$ cat config.mk
export PLATFORM = sky130hd
export DESIGN_NAME = muldiv_ctrl_flat
export DESIGN_NICKNAME = d
export VERILOG_FILES = /design/src/rtl/muldiv_ctrl_if.sv /design/src/rtl/muldiv_ctrl.sv /design/src/flat_wrapper.sv
export SDC_FILE = /design/constraint.sdc
export NUM_CORES = 1
export LEC_CHECK = 0
export BUFFER_PORTS_ARGS = -buffer_cell sky130_fd_sc_hd__buf_2
export CORE_ASPECT_RATIO = 0.7
export CORE_MARGIN = 5
export CORE_UTILIZATION = 35
export DETAILED_ROUTE_END_ITERATION = 16
export PLACE_DENSITY = 0.59
export SLEW_MARGIN = 25
export SYNTH_ARGS = -nofsm -noshare
export SYNTH_HDL_FRONTEND = slang
export SYNTH_SLANG_ARGS = --single-unit
$ cat constraint.sdc
create_clock -name clk -period 9.49 [get_ports clk]
set_input_delay 0.4745 -clock clk [delete_from_list [all_inputs] [get_ports clk]]
set_output_delay 0.4745 -clock clk [all_outputs]
set_load 0.01 [all_outputs]
$ cat src/rtl/muldiv_ctrl_if.sv
// muldiv_ctrl_if: issue/result bundle between the EX stage and the muldiv sequencer.
interface muldiv_ctrl_if #(parameter int WIDTH = 32);
  logic start, flush, busy, done;
  logic [2:0] op;
  logic [WIDTH-1:0] a, b, hi, lo;
  modport master(output start, op, a, b, flush, input busy, done, hi, lo);
  modport slave(input start, op, a, b, flush, output busy, done, hi, lo);
endinterface

$ cat src/rtl/muldiv_ctrl.sv
// muldiv_ctrl: iterative shift-add multiplier / restoring divider owning HI/LO.
module muldiv_ctrl #(parameter int WIDTH = 32) (
  input logic clk,
  input logic rst,
  muldiv_ctrl_if.slave bus
);
  localparam int CW = $clog2(WIDTH);
  localparam logic [1:0] IDLE = 2'd0, CALC = 2'd1, FIX = 2'd2;
  logic [1:0] state_q, state_d;
  logic [CW-1:0] count_q, count_d;
  logic [WIDTH-1:0] hi_q, hi_d, lo_q, lo_d, acc_hi_q, acc_hi_d, acc_lo_q, acc_lo_d, opnd_q, opnd_d;
  logic is_div_q, is_div_d, neg_q, neg_d, neg_r_q, neg_r_d, done_q, done_d;
  logic is_signed, arith, sa, sb;
  logic [WIDTH-1:0] mag_a, mag_b, quo, rem;
  logic [WIDTH:0] msum, shifted, diff;
  logic [2*WIDTH-1:0] prod;
  always_comb begin
    is_signed = ~bus.op[0];
    arith = ~bus.op[2];
    sa = is_signed & bus.a[WIDTH-1];
    sb = is_signed & bus.b[WIDTH-1];
    mag_a = sa ? -bus.a : bus.a;
    mag_b = sb ? -bus.b : bus.b;
    msum = {1'b0, acc_hi_q} + (acc_lo_q[0] ? {1'b0, opnd_q} : '0);
    shifted = {acc_hi_q, acc_lo_q[WIDTH-1]};
    diff = shifted - {1'b0, opnd_q};
    prod = neg_q ? -{acc_hi_q, acc_lo_q} : {acc_hi_q, acc_lo_q};
    quo = neg_q ? -acc_lo_q : acc_lo_q;
    rem = neg_r_q ? -acc_hi_q : acc_hi_q;
    state_d = state_q;
    count_d = count_q;
    hi_d = hi_q;
    lo_d = lo_q;
    acc_hi_d = acc_hi_q;
    acc_lo_d = acc_lo_q;
    opnd_d = opnd_q;
    is_div_d = is_div_q;
    neg_d = neg_q;
    neg_r_d = neg_r_q;
    done_d = 1'b0;
    if (bus.flush) state_d = IDLE;
    else if (state_q == IDLE) begin
      if (bus.start && arith) begin
        state_d = CALC;
        count_d = '0;
        is_div_d = bus.op[1];
        // divide-by-zero keeps an all-ones quotient regardless of operand signs
        neg_d = (sa ^ sb) & ~(bus.op[1] & (bus.b == '0));
        neg_r_d = sa;
        acc_hi_d = '0;
        acc_lo_d = bus.op[1] ? mag_a : mag_b;
        opnd_d = bus.op[1] ? mag_b : mag_a;
      end else if (bus.start && bus.op[2:1] == 2'b10) begin
        hi_d = bus.op[0] ? hi_q : bus.a;
        lo_d = bus.op[0] ? bus.a : lo_q;
      end
    end else if (state_q == CALC) begin
      count_d = count_q + CW'(1);
      state_d = (count_q == CW'(WIDTH-1)) ? FIX : CALC;
      acc_hi_d = is_div_q ? (diff[WIDTH] ? shifted[WIDTH-1:0] : diff[WIDTH-1:0]) : msum[WIDTH:1];
      acc_lo_d = is_div_q ? {acc_lo_q[WIDTH-2:0], ~diff[WIDTH]} : {msum[0], acc_lo_q[WIDTH-1:1]};
    end else begin
      state_d = IDLE;
      done_d = 1'b1;
      hi_d = is_div_q ? rem : prod[2*WIDTH-1:WIDTH];
      lo_d = is_div_q ? quo : prod[WIDTH-1:0];
    end
  end
  always_ff @(posedge clk) begin
    if (rst) begin
      state_q <= IDLE;
      count_q <= '0;
      hi_q <= '0;
      lo_q <= '0;
      acc_hi_q <= '0;
      acc_lo_q <= '0;
      opnd_q <= '0;
      is_div_q <= 1'b0;
      neg_q <= 1'b0;
      neg_r_q <= 1'b0;
      done_q <= 1'b0;
    end else begin
      state_q <= state_d;
      count_q <= count_d;
      hi_q <= hi_d;
      lo_q <= lo_d;
      acc_hi_q <= acc_hi_d;
      acc_lo_q <= acc_lo_d;
      opnd_q <= opnd_d;
      is_div_q <= is_div_d;
      neg_q <= neg_d;
      neg_r_q <= neg_r_d;
      done_q <= done_d;
    end
  end
  assign bus.busy = state_q != IDLE;
  assign bus.done = done_q;
  assign bus.hi = hi_q;
  assign bus.lo = lo_q;
endmodule

$ cat src/flat_wrapper.sv
// flat-port wrapper written by rule: the top's interface ports become plain ports
module muldiv_ctrl_flat 
#(parameter int WIDTH = 32)
  (clk, rst, bus_start, bus_op, bus_a, bus_b, bus_flush, bus_busy, bus_done, bus_hi, bus_lo);
  muldiv_ctrl_if #(.WIDTH(WIDTH)) bus_i ();
  input logic clk;
  input logic rst;
  input wire logic [$bits(bus_i.start)-1:0] bus_start;
  input wire logic [$bits(bus_i.op)-1:0] bus_op;
  input wire logic [$bits(bus_i.a)-1:0] bus_a;
  input wire logic [$bits(bus_i.b)-1:0] bus_b;
  input wire logic [$bits(bus_i.flush)-1:0] bus_flush;
  output wire logic [$bits(bus_i.busy)-1:0] bus_busy;
  output wire logic [$bits(bus_i.done)-1:0] bus_done;
  output wire logic [$bits(bus_i.hi)-1:0] bus_hi;
  output wire logic [$bits(bus_i.lo)-1:0] bus_lo;
  assign bus_i.start = bus_start;
  assign bus_i.op = bus_op;
  assign bus_i.a = bus_a;
  assign bus_i.b = bus_b;
  assign bus_i.flush = bus_flush;
  assign bus_busy = bus_i.busy;
  assign bus_done = bus_i.done;
  assign bus_hi = bus_i.hi;
  assign bus_lo = bus_i.lo;
  muldiv_ctrl #(.WIDTH(WIDTH)) u_core (.clk(clk), .rst(rst), .bus(bus_i));
endmodule
Word-level counts from Yosys, hierarchy flattened
Cells that the tools add are included.
{ "op_classes": {"add_sub_neg": 8, "n_mul": 0, "div": 0, "n_lt_le_gt_ge": 0, "n_eq_ne": 9, "n_shift": 0, "mux": 37, "bitwise": 10, "n_reduce_logical": 12} }
{ "ops": {"columns": ["op", "n"], "rows": [
  ["$mux W32", 28],
  ["$neg A32 Y32", 4],
  ["$mux W64", 1],
  ["$neg A64 Y64", 1],
  ["$add A32 B33 Y33", 1],
  ["$sub A33 B32 Y33", 1],
  ["$logic_not A32 Y1", 1],
  ["$mux W5", 3],
  ["$ne A2 B2 Y1 const B", 5],
  ["$reduce_and A5 Y1", 2],
  ["$mux W2", 4],
  ["$reduce_and A3 Y1", 2],
  ["$add A5 B1 Y5 const B", 1],
  ["$eq A5 B5 Y1 const B", 1],
  ["$not A1 Y1", 5],
  ["$and A1 B1 Y1", 4],
  ["$reduce_bool A2 Y1", 2],
  ["$reduce_or A3 Y1", 1],
  ["$eq A2 B1 Y1 const B", 1],
  ["$eq A2 B2 Y1 const B", 1],
  ["$logic_and A1 B1 Y1", 2],
  ["$logic_not A2 Y1", 1],
  ["$ne A2 B1 Y1 const B", 1],
  ["$reduce_or A2 Y1", 1],
  ["other kinds (2)", 2]
]} }
{ "word_totals": {"register_bits": 171, "latch_bits": 0, "ram_bits": 0, "mem_bits_ro": 0, "input_bits": 71, "output_inout_bits": 66, "word_cells": 87, "memories": 0} }

Longest topological paths before layout
{ "depth": {"ltp_word": 6, "depth_mapped": 13} }

Least setup slack after synthesis
Ideal clock, no wire load.
{ "synth_timing": {"kind": "register -> register", "startpoint": "register u_core.acc_lo_q[31]", "endpoint": "register u_core.acc_hi_q[2]", "setup_time_ns": 0.114, "arrival_time_ns": 3.283, "required_time_ns": 9.376, "path_slack_ns": 6.093, "stages_incl_launch_ff": 14, "n_path_buf": 1, "cell_sequence": "dfxtp_1 -> inv_1 -> ha_1 -> fa_1 -> nand2b_1 -> a21oi_1 -> o211ai_1 -> o211a_1 -> o21a_1 -> o211ai_1 -> clkbuf_1 -> mux2i_1 -> a21oi_1 -> a21o_1"} }
{ "synth_between": {"elab_chain_cells": 5} }
{ "synth_lines": {"columns": ["item", "line_no", "rtl"], "rows": [
  ["start, declared", "muldiv_ctrl.sv:11", "logic [WIDTH-1:0] hi_q, hi_d, lo_q, lo_d, acc_hi_q, acc_hi_d, acc_lo_q, acc_lo_d, opnd_q, opnd_d;"],
  ["start signal, assigned", "muldiv_ctrl.sv:88", "acc_lo_q <= acc_lo_d;"],
  ["$sub A33 B32 Y33", "muldiv_ctrl.sv:26", "diff = shifted - {1'b0, opnd_q};"],
  ["$mux W32 (2 in a row)", "muldiv_ctrl.sv:60", "acc_hi_d = is_div_q ? (diff[WIDTH] ? shifted[WIDTH-1:0] : diff[WIDTH-1:0]) : msum[WIDTH:1];"],
  ["$mux W32", "muldiv_ctrl.sv:57", "end else if (state_q == CALC) begin"],
  ["$mux W32", "muldiv_ctrl.sv:42", "else if (state_q == IDLE) begin"],
  ["end signal, assigned", "muldiv_ctrl.sv:87", "acc_hi_q <= acc_hi_d;"],
  ["end, declared", "muldiv_ctrl.sv:11", null]
]} }
No other way between the ends. The select of a mux whose other input is x is not followed.
A chain may end at the register's enable or synchronous reset.

Worst setup path in the final report
{ "layout_timing": {"startpoint": "register u_core.acc_lo_q[0]", "endpoint": "register u_core.acc_hi_q[28]"} }
{ "layout_between": {"elab_chain_cells": 5} }
{ "layout_lines": {"columns": ["item", "line_no", "rtl"], "rows": [
  ["$mux W32", "muldiv_ctrl.sv:24", "msum = {1'b0, acc_hi_q} + (acc_lo_q[0] ? {1'b0, opnd_q} : '0);"],
  ["$add A32 B33 Y33", "muldiv_ctrl.sv:24", null],
  ["$mux W32", "muldiv_ctrl.sv:60", null],
  ["$mux W32", "muldiv_ctrl.sv:57", null],
  ["$mux W32", "muldiv_ctrl.sv:42", null]
]} }
No other way between the ends. The select of a mux whose other input is x is not followed.

==> metrics <==
switching power 0.688 mW; sequential power share 38.6%; initial antenna violation count 1; dpl hpwl 45.9 mm; clock sink count 171; Worst-Skew Late Latency 460 ps; power per cell area 124 nW/um^2; CTS buffer count 17; DR iter-0 viols 2067; post-cts resize count 0; clk buf depth 2; pre-CTS setup slack 5770 ps; vias in the first global route 13867; part of the cycle the worst path needs 40.2%; Critical Path Start Type register; area leader, netlist dfxtp_1; Post-synth ARST share 0%; Nets 2178; Total GRT Usage 24.9%; routed vias 15558; CP endpoint u_core.acc_hi_q[28]; r2r worst-path depth 13; Final Max Slew Viols 0; status completed; FF-to-FF End u_core.acc_hi_q[28]; die span in y 180 um; RSZ-0062 raised after global routing no; final WL 59.4 mm; commonest non-fill, non-tap cell in the layout nor2_1; Avg WL per Cell 22.9 um; Lkg Pwr 6.47 nW; Max-cap violations 0; Hold Crit Class in2reg; number of synthesized flops with an enable pin 0; internal power 1.31 mW; Root Driver clkbuf_16; final instance area 16200 sq um; Die X 253 um; layout cells sized above 1 11.4%; Main synth FF type dfxtp_1; Slew HR 28.7%; via density per instance 6.00; count of cell types in the netlist 73; Fmax 262 MHz; Avg Synthesized Cell Area 7.28 sq um; Final Hold Fails 0; synth top area cells dfxtp_1, a21oi_1, nor2_1; Setup Crit Path Kind reg2reg; VDD IR max 0.000142 V; Seq cells post-synth 171; First-pass DRT Iterations 8; # diodes 0; first-pass GRT wire length 88.3 mm; clock power share 37.1%; Fin Setup TNS 0 ps; fin util 39.4%; row count 62; die area 45700 sq um; Antenna Nets Post-Route 0; CTS tree yes; Congestion Overflow GR 0; Hold Buf Count CTS 0; Req. time, crit path 9790 ps; placed cell count 2560; reg2reg start u_core.acc_lo_q[0]; worst hold slack 280 ps; Syn Std Cell Area 14500 sq um; CP Launch Point u_core.acc_lo_q[0]; Comb pwr share 24.3%; core area 41000 sq um; crit path capture type register; Worst Setup Slack, final 5670 ps; CP Max Fanout 30; Final min period 3820 ps; number of remaining DRC errors 0; yosys warns 0; FILL cells 4263; syn_nets 2135; most frequent cells in the layout nor2_1, a21oi_1, nand2_1; Fin Clk Skew 14.4 ps; Sw Share 34.5%; pin count of the biggest net entering global routing 97; CP arrival 4120 ps; R2R Setup Slk 5670 ps; total setup buffers inserted after CTS 0; clk slew on worst S/H paths 80 ps; Layout Cells excl Fill 2592; final setup violation count 0; WHS Path Cells 2; Total Power 2.00 mW; Mapped Cells 1992; IO Count 137; worst slew pin tran 1070 ps; H-Tree Depth 4; RePlAce Congestion 0.956; sequential element share of the synthesized area 23.6%; top-area cell type share of the netlist area 23.6%; Placed Instance Area 15600 sq um; Initial Util 35.4%; count of input and output buffers 136; Area Overhead vs Synth 11.4%
## metal layers
| layer | share of wire (%) | track usage, % | vias up | wire length (um) |
|---|---|---|---|---|
| li1 | - | - | 7318 | - |
| met1 | 49 | 41.1 | 7301 | 29000 |
| met2 | 37 | 31.8 | 874 | 21900 |
| met3 | 12 | 6.10 | 61 | 7350 |
| met4 | 1.8 | 4.58 | 4 | 1050 |
| met5 | 0.19 | 1.59 | - | 113 |
## layout make-up
class                      count  area (sq um)  share of cell area [%]
tap                          544           681                    4.21
clock buffer                  20           457                    2.83
clock inverter                12           140                   0.867
inverter                      70           263                    1.63
timing repair buffer         157           861                    5.33
multi-input combinational   1618         10300                    63.9
sequential                   171          3420                    21.2
## flip-flops by register name (all words and copies together), names as in the netlist
signal and cells:
u_core.acc_hi_q 32, u_core.acc_lo_q 32, u_core.bus.hi 32, u_core.bus.lo 32, u_core.opnd_q 32, u_core.count_q 5
u_core.state_q 2, u_core.bus.done 1, u_core.is_div_q 1, u_core.neg_q 1, u_core.neg_r_q 1
## power groups by stage
stage	Clock (mW)	Combinational, mW	Sequential [mW]
finish	0.741	0.485	0.771
global route	0.778	0.522	0.771
CTS	0.750	0.471	0.768
detailed placement	0	0.468	0.784
global placement	0	0.467	0.783
floorplan	0	0.323	0.767
## worst max-delay path: stages, from the launching register on
cell	delay (ps)
dfxtp_1	390
inv_1	110
buf_4	360
nor2_1	100
ha_1	390
and4_1	320
nand3_1	100
o211ai_1	250
nand4_1	200
a31oi_1	430
o21ai_0	300
o21ai_0	350
xnor2_1	200
o221ai_1	140
## how the worst min path moves through the flow
stage | start | end
5_1_grt | bus_flush | u_core.state_q[0]
3_5_place_dp | u_core.opnd_q[20] | u_core.opnd_q[20]
3_3_place_gp | u_core.opnd_q[18] | u_core.opnd_q[18]
6_report | bus_flush | u_core.state_q[0]
2_1_floorplan | u_core.opnd_q[25] | u_core.opnd_q[25]
4_1_cts | bus_flush | u_core.state_q[0]
## cells in the mapped netlist, types with 16 or more instances
master	count
a211oi_1	67
a21o_1	34
a21oi_1	208
a311oi_1	16
a31oi_1	16
clkbuf_1	121
dfxtp_1	171
ha_1	70
inv_1	69
mux2i_1	54
nand2_1	189
nand3_1	24
nor2_1	253
nor3_1	55
nor4_1	22
o211ai_1	57
o21a_1	16
o21ai_0	112
o31ai_1	25
or3_1	19
xnor2_1	92
xor2_1	78
## cell families after synthesis
kind of cell	share of synthesized area, %
compound gates	28.7
xor+xnor	10.3
fa+ha+maj	6.32
buf+inv	5.42
flops	23.6
mux	4.50
simple gates	21.2
No activity file was read; power rests on OpenSTA's default activity.
